**src/rtl/dice_referee.sv**
```systemverilog
// Two-player dice referee: locks each player's roll on button release, scores
// the round, holds the result for display and declares a match winner.
module dice_referee #(
  parameter int WIN_SCORE   = 5,
  parameter int HOLD_CYCLES = 1000
) (
  input  logic       clk,
  input  logic       rst,
  input  logic       start1,
  input  logic       start2,
  input  logic [3:0] dice1,
  input  logic [3:0] dice2,
  input  logic       new_game,
  output logic [3:0] lock1,
  output logic [3:0] lock2,
  output logic       locked1,
  output logic       locked2,
  output logic [3:0] score1,
  output logic [3:0] score2,
  output logic [1:0] last_result,
  output logic       round_done,
  output logic       game_over,
  output logic [1:0] winner
);

  localparam logic [3:0]  WinTarget = 4'(WIN_SCORE);
  localparam logic [15:0] HoldLast  = 16'(HOLD_CYCLES - 1);

  typedef enum logic [1:0] {
    WAIT   = 2'd0,
    RESULT = 2'd1,
    OVER   = 2'd2
  } state_t;

  state_t      state_q, state_d;
  logic        prev1_q, prev1_d;
  logic        prev2_q, prev2_d;
  logic [3:0]  lock1_q, lock1_d;
  logic [3:0]  lock2_q, lock2_d;
  logic        locked1_q, locked1_d;
  logic        locked2_q, locked2_d;
  logic [3:0]  score1_q, score1_d;
  logic [3:0]  score2_q, score2_d;
  logic [1:0]  last_q, last_d;
  logic        done_q, done_d;
  logic [1:0]  winner_q, winner_d;
  logic [15:0] cnt_q, cnt_d;

  logic       fall1, fall2;
  logic [3:0] score1_inc, score2_inc;

  assign fall1      = prev1_q & ~start1;
  assign fall2      = prev2_q & ~start2;
  assign score1_inc = score1_q + 4'd1;
  assign score2_inc = score2_q + 4'd1;

  always_comb begin
    state_d   = state_q;
    prev1_d   = start1;
    prev2_d   = start2;
    lock1_d   = lock1_q;
    lock2_d   = lock2_q;
    locked1_d = locked1_q;
    locked2_d = locked2_q;
    score1_d  = score1_q;
    score2_d  = score2_q;
    last_d    = last_q;
    done_d    = 1'b0;
    winner_d  = winner_q;
    cnt_d     = cnt_q;

    case (state_q)
      WAIT: begin
        if (locked1_q && locked2_q) begin
          done_d = 1'b1;
          cnt_d  = 16'd0;
          if (lock1_q > lock2_q) begin
            score1_d = score1_inc;
            last_d   = 2'b01;
            if (score1_inc == WinTarget) begin
              state_d  = OVER;
              winner_d = 2'b01;
            end else begin
              state_d = RESULT;
            end
          end else if (lock2_q > lock1_q) begin
            score2_d = score2_inc;
            last_d   = 2'b10;
            if (score2_inc == WinTarget) begin
              state_d  = OVER;
              winner_d = 2'b10;
            end else begin
              state_d = RESULT;
            end
          end else begin
            last_d  = 2'b11;
            state_d = RESULT;
          end
        end else begin
          if (fall1 && !locked1_q) begin
            lock1_d   = dice1;
            locked1_d = 1'b1;
          end
          if (fall2 && !locked2_q) begin
            lock2_d   = dice2;
            locked2_d = 1'b1;
          end
        end
      end
      RESULT: begin
        // The display hold ends by clearing the round's locks on the same edge.
        if (cnt_q == HoldLast) begin
          state_d   = WAIT;
          lock1_d   = 4'd0;
          lock2_d   = 4'd0;
          locked1_d = 1'b0;
          locked2_d = 1'b0;
        end else begin
          cnt_d = cnt_q + 16'd1;
        end
      end
      OVER: begin
      end
      default: begin
        state_d = WAIT;
      end
    endcase

    // A new match overrides whatever the state machine decided this cycle,
    // including a scoring edge; the edge detectors keep tracking the buttons.
    if (new_game) begin
      state_d   = WAIT;
      lock1_d   = 4'd0;
      lock2_d   = 4'd0;
      locked1_d = 1'b0;
      locked2_d = 1'b0;
      score1_d  = 4'd0;
      score2_d  = 4'd0;
      last_d    = 2'b00;
      done_d    = 1'b0;
      winner_d  = 2'b00;
      cnt_d     = 16'd0;
    end
  end

  always_ff @(posedge clk) begin
    if (rst) begin
      state_q   <= WAIT;
      prev1_q   <= 1'b0;
      prev2_q   <= 1'b0;
      lock1_q   <= 4'd0;
      lock2_q   <= 4'd0;
      locked1_q <= 1'b0;
      locked2_q <= 1'b0;
      score1_q  <= 4'd0;
      score2_q  <= 4'd0;
      last_q    <= 2'b00;
      done_q    <= 1'b0;
      winner_q  <= 2'b00;
      cnt_q     <= 16'd0;
    end else begin
      state_q   <= state_d;
      prev1_q   <= prev1_d;
      prev2_q   <= prev2_d;
      lock1_q   <= lock1_d;
      lock2_q   <= lock2_d;
      locked1_q <= locked1_d;
      locked2_q <= locked2_d;
      score1_q  <= score1_d;
      score2_q  <= score2_d;
      last_q    <= last_d;
      done_q    <= done_d;
      winner_q  <= winner_d;
      cnt_q     <= cnt_d;
    end
  end

  assign lock1       = lock1_q;
  assign lock2       = lock2_q;
  assign locked1     = locked1_q;
  assign locked2     = locked2_q;
  assign score1      = score1_q;
  assign score2      = score2_q;
  assign last_result = last_q;
  assign round_done  = done_q;
  assign game_over   = (state_q == OVER);
  assign winner      = winner_q;

endmodule

```
**config.mk**
```make
export PLATFORM = sky130hd
export DESIGN_NAME = dice_referee
export DESIGN_NICKNAME = d
export VERILOG_FILES = /design/src/rtl/dice_referee.sv
export SDC_FILE = /design/constraint.sdc
export NUM_CORES = 1
export LEC_CHECK = 0
export CAP_MARGIN = 15
export CORE_UTILIZATION = 24
export DETAILED_ROUTE_END_ITERATION = 16
export PLACE_DENSITY = 0.53
export SKIP_CTS_REPAIR_TIMING = 1
export SLEW_MARGIN = 0
export SYNTH_ARGS = -nofsm -noshare
export SYNTH_HDL_FRONTEND = slang
export SYNTH_SLANG_ARGS = --single-unit
```
**constraint.sdc**
```tcl
create_clock -name clk -period 5.1 [get_ports clk]
set_input_delay 1.02 -clock clk [delete_from_list [all_inputs] [get_ports clk]]
set_output_delay 1.02 -clock clk [all_outputs]
set_load 0.005 [all_outputs]
```
* Word-level counts from Yosys, hierarchy flattened
Cells that the tools add are included.
** Cells by class
- Add/subtract/negate cells :: 3
- $lt $le $gt $ge :: 2
- Equal/unequal tests :: 12
- Muxes and demuxes :: 31
- Bitwise logic cells :: 7
- Reduce and logical (&&, ||, !) cells :: 19
** Operators by type and width (count)
- $mux 16 :: 2
- $pmux 16 s2 :: 1
- $mux 2 :: 11
- $mux 4 :: 5
- $add 16x1->16 const B :: 1
- $eq 16x10->1 const B :: 1
- $pmux 4 s2 :: 2
- $ne 2x2->1 const B :: 6
- $reduce_and 4->1 :: 3
- $reduce_and 3->1 :: 3
- $add 4x1->4 const B :: 2
- $eq 4x3->1 const B :: 2
- $gt 4x4->1 :: 2
- $mux 1 :: 7
- $pmux 2 s3 :: 1
- $reduce_bool 2->1 :: 3
- $not 1->1 :: 5
- $reduce_and 5->1 :: 1
- $pmux 1 s2 :: 2
- $logic_and 1x1->1 :: 3
- $reduce_or 3->1 :: 1
- $and 1x1->1 :: 2
- $eq 2x1->1 const B :: 1
- $eq 2x2->1 const B :: 1
- 5 further kinds :: 6
** Storage, ports and cells
- Register bits :: 43
- Bits of input ports :: 13
- Output and inout bits :: 24
- Word-level logic and storage cells :: 87

* Logic depth before layout (Yosys ltp)
- Word-level depth :: 7
- Gate-level depth with buffers :: 7
- Depth with buffers taken out :: 7

* Worst setup path before layout
No wires, ideal clock.
- Path type :: input-to-reg
- Start :: input port start1
- End :: register lock1_q[0] (netlist: lock1[0])
- Library setup time :: 0.059 ns
- Arrival time :: 1.969 ns
- Slack :: 3.072 ns
- Stages on the path :: 3
- Path buffers :: 0
- Path through :: or4b_4 nor4_4 a22o_1
** On the way
- Word-level cells in the longest chain between the ends :: 5
** Ends and longest elaborated chain
- start, declared :: RTL line 9 : input logic start1,
- $not 1->1 :: RTL line 52 : assign fall1 = prev1_q & ~start1;
- $and 1x1->1 :: RTL line 52
- $logic_and 1x1->1 :: RTL line 100 : if (fall1 && !locked1_q) begin
- $ne 2x2->1 (no source line)
- $reduce_and 4->1 (no source line)
- end signal, assigned :: RTL line 165 : lock1_q <= lock1_d;
- end, declared :: RTL line 38 : logic [3:0] lock1_q, lock1_d;
Every way passes these cells.
A chain may end at the register's enable or synchronous reset.

* Worst setup path in the final report
- Start :: register state_q[1]
- End :: output port game_over
** On the way
- Word-level cells in the longest chain between the ends :: 1
** Ends and longest elaborated chain
- start, declared :: RTL line 35 : state_t state_q, state_d;
- start signal, assigned :: RTL line 162 : state_q <= state_d;
- $eq 2x2->1 :: RTL line 186 : assign game_over = (state_q == OVER);
- end, declared :: RTL line 22 : output logic game_over,
Every way passes these cells.

==> flow_metrics.py <==
metrics = {
    "status": {
        "outcome": "completed",
    },
    "routing": {
        "drtPass1Iterations": 4,
        "wl_met1_um": 2400,
        "post-route-drc-count": 0,
        "wl_met3_um": 146,
        "vias": 1864,
        "route.antenna.remaining_nets": 0,
        "dr.first_iter.drc_count": 79,
        "highest_layer": "met4",
        "viasPerCell": 4.79,
        "routed_wl_um": 5040,
        "wl_per_cell_um": 13.0,
        "met2_length_um": 2420,
    },
    "pwr": {
        "ir_drop_uv": 90.5,
        "leakage_uw": 0.000958,
        "powerDensity_nw_per_um2": 214,
    },
    "job": {
        "drv_cap": 0,
    },
    "clock_network": {
        "cts.clk_slew.worst_paths_ns": 0.08,
        "clk_latency_ns": 0.30,
        "htree_levels": 2,
        "clkSinkCount": 43,
        "cts_tree": "yes",
        "cts_root_buf": "clkbuf_8",
        "cts_buffer_depth": 2,
        "cts_made_buffers": 5,
    },
    "cells_and_area": {
        "drive_above_1_share_pct": 8.19,
        "postLayoutCoreUtil_pct": 31.2,
        "fill_cells": 930,
        "area_growth_syn_to_layout_pct": 24.9,
        "nets": 302,
        "antenna_cells": 0,
    },
    "grt": {
        "grt_first_pass_wirelength_um": 8780,
        "grt_pass1_vias": 1863,
        "grt_overflow_total": 0,
        "antenna_found_initial": 0,
        "track_usage_pct": 11.4,
        "grt_max_degree": 16,
    },
    "timing": {
        "min_period_over_period_pct": 52.7,
        "timing.slew.headroom_pct": 61.9,
        "skew_ns": 0.0121,
        "tns_ns": 0,
        "fin_crit_ns": 2.69,
        "achievable-frequency_mhz": 372,
        "hold_ws_ns": 0.494,
        "worst_pin_slew_ns": 0.569,
        "slew_viol_final": 0,
        "final.setup.worst_slack_ns": 2.41,
        "setup_viol": 0,
        "rsz0062_at_grt": "false",
        "hold_violations": 0,
    },
    "yosys": {
        "yosys_most_used_dff": "dfxtp_1",
        "synth_compound_area_share_pct": 14.2,
        "synth-async-reset-ratio_pct": 0,
        "ys_seq_area_share_pct": 39.2,
        "synth.area.top_cells": "dfxtp_1 39%, ha_1 5.1%, nor2_1 5.1%, xor2_1 4.4%, a22o_1 3.2%",
        "synthMuxAreaShare_pct": 0.911,
        "synth_cell_types": 50,
        "synth_cells": 243,
        "synth-simple-area-share_pct": 30.1,
        "yosysTopAreaCell": "dfxtp_1",
        "synthesis.nets": 265,
        "synth_xor_xnor_area_share_pct": 7.17,
        "synth-seq-cells": 43,
        "synth-edff-count": 0,
        "synthAdderAreaFrac_pct": 5.12,
        "yosys_warnings": 0,
        "synth_top_area_share_pct": 39.2,
        "syn_area_um2": 2200,
        "synth_top_family_by_area": "simple AND/OR/NAND/NOR gates",
        "syn_avg_cell_area_um2": 9.05,
    },
    "setup_path": {
        "required_ns": 4.08,
        "endpoint_kind": "output pin",
        "crit_slowest_cell": "dfxtp_1",
        "crit_path_max_fanout": 14,
        "setup.worst_path.start_class": "flip-flop",
        "cp.arrival_ns": 1.67,
        "reg2reg_depth": 6,
        "max_stage_delay_ns": 0.66,
        "r2r_setup_slack_ns": 2.91,
        "path_class": "flip-flop to output pin",
        "crit_family": "flip-flops",
        "cp_num_buf_inv": 1,
        "crit_cells": 2,
        "r2r-end": "lock1[2]",
        "cp_cell_sequence": "nor2b_1, clkdlybuf4s50_1",
        "r2r-start": "cnt_q[0]",
    },
    "die": {
        "die_area_um2": 9550,
        "initial_utilization_pct": 25.0,
        "io_pins": 37,
        "coreArea_um2": 8810,
        "placementRows": 34,
        "die_h_um": 97.7,
        "fp.dieW_um": 97.7,
    },
    "place": {
        "pre_cts_slack_ns": 2.32,
        "port_buffers": 36,
        "globalplace.congestion": 0.772,
        "place_hpwl_um": 3660,
    },
    "hold_path": {
        "hold_path_class": "flip-flop to flip-flop",
        "min-delay-start": "cnt_q[1]",
        "hold_depth": 2,
        "worstHoldEndpoint": "cnt_q[1]",
    },
}
==> cells by family after synthesis <==
group / count (synthesis)
AOI/OAI and AO/OA: 42
xor gates and xnor gates: 18
adders and majority gates: 9
buffers and inverters: 17
DFF: 43
muxes: 2
and+or+nand+nor: 112
==> per-stage QoR <==
| step | cells | total power [uW] | cell area, um2 |
|---|---|---|---|
| 3_5_place_dp | 381 | 383 | 2660 |
| 2_1_floorplan | 243 | 365 | 2200 |
| 3_3_place_gp | 381 | 382 | 2660 |
| 5_1_grt | 389 | 619 | 2750 |
| 6_report | 389 | 588 | 2750 |
| 4_1_cts | 389 | 599 | 2750 |
==> synth_stat cells, types with 6 or more instances <==
cell type   n
nand2_1    16
nand3_1    12
and3_1      6
inv_1      11
a22o_1      8
a21oi_1     7
dfxtp_1    43
xnor2_1     7
nor2_1     30
xor2_1     11
ha_1        9
nor2b_1     7
nand4_1    11
o21ai_0     8
==> area by class of cell <==
class	instances	area [um2]	share of cell area [%]
clock inverter	2	12.5	0.456
clock buffer	6	72.6	2.64
timing repair buffer	36	360	13.1
sequential	43	861	31.3
multi-input combinational	183	1260	46.0
inverter	11	41.3	1.50
tap	108	135	4.92
==> cells in the final DEF, fill, tap and decap left out, drive strengths merged, types with 5 or more instances in the layout <==
| cell type | synthesis | routed |
|---|---|---|
| dfxtp | 43 | 43 |
| clkdlybuf4s50 | 0 | 36 |
| nor2 | 31 | 31 |
| nand2 | 16 | 16 |
| nand3 | 12 | 12 |
| inv | 11 | 11 |
| nand4 | 11 | 11 |
| xor2 | 11 | 11 |
| ha | 9 | 9 |
| a22o | 8 | 8 |
| o21ai | 8 | 8 |
| a21oi | 8 | 8 |
| nor2b | 7 | 7 |
| xnor2 | 7 | 7 |
| and3 | 6 | 6 |
| clkbuf | 2 | 6 |
| nor3 | 5 | 5 |
| o211ai | 5 | 5 |
==> report_power, final <==
part	total, uW	switching [uW]	internal (uW)
Sequential	340	2.20	338
Clock	213	117	95.8
Combinational	34.9	17.5	17.4
==> worst min-delay path, cell delays in order, from the launching register on <==
cell and delay (ns):
dfxtp_1 0.33, nand2_1 0.06, o21ai_0 0.06
==> layer usage <==
metal  GRT usage (%)  up-vias
met1            13.8      894
met4            3.85        0
li1                -      943
met5               0        -
met2            19.5       21
met3            3.17        6
==> worst max path at each step <==
stage | endpoint | slack, ns | startpoint
floorplan | lock1[0] | 3.07 | start1
global route | game_over | 2.28 | state_q[1]
finish | game_over | 2.41 | state_q[1]
detailed placement | cnt_q[2] | 2.32 | rst
CTS | game_over | 2.38 | state_q[1]
global placement | cnt_q[2] | 2.41 | rst
==> flip-flops by register name, summed over array words and instances (netlist names) <==
signal and flops:
round_done 1, locked1 1, last_result 2, lock1 4, cnt_q 16, lock2 4
locked2 1, prev1_q 1, prev2_q 1, state_q 2, score1 4, score2 4
winner 2
Power figures use the tool's default switching activity.
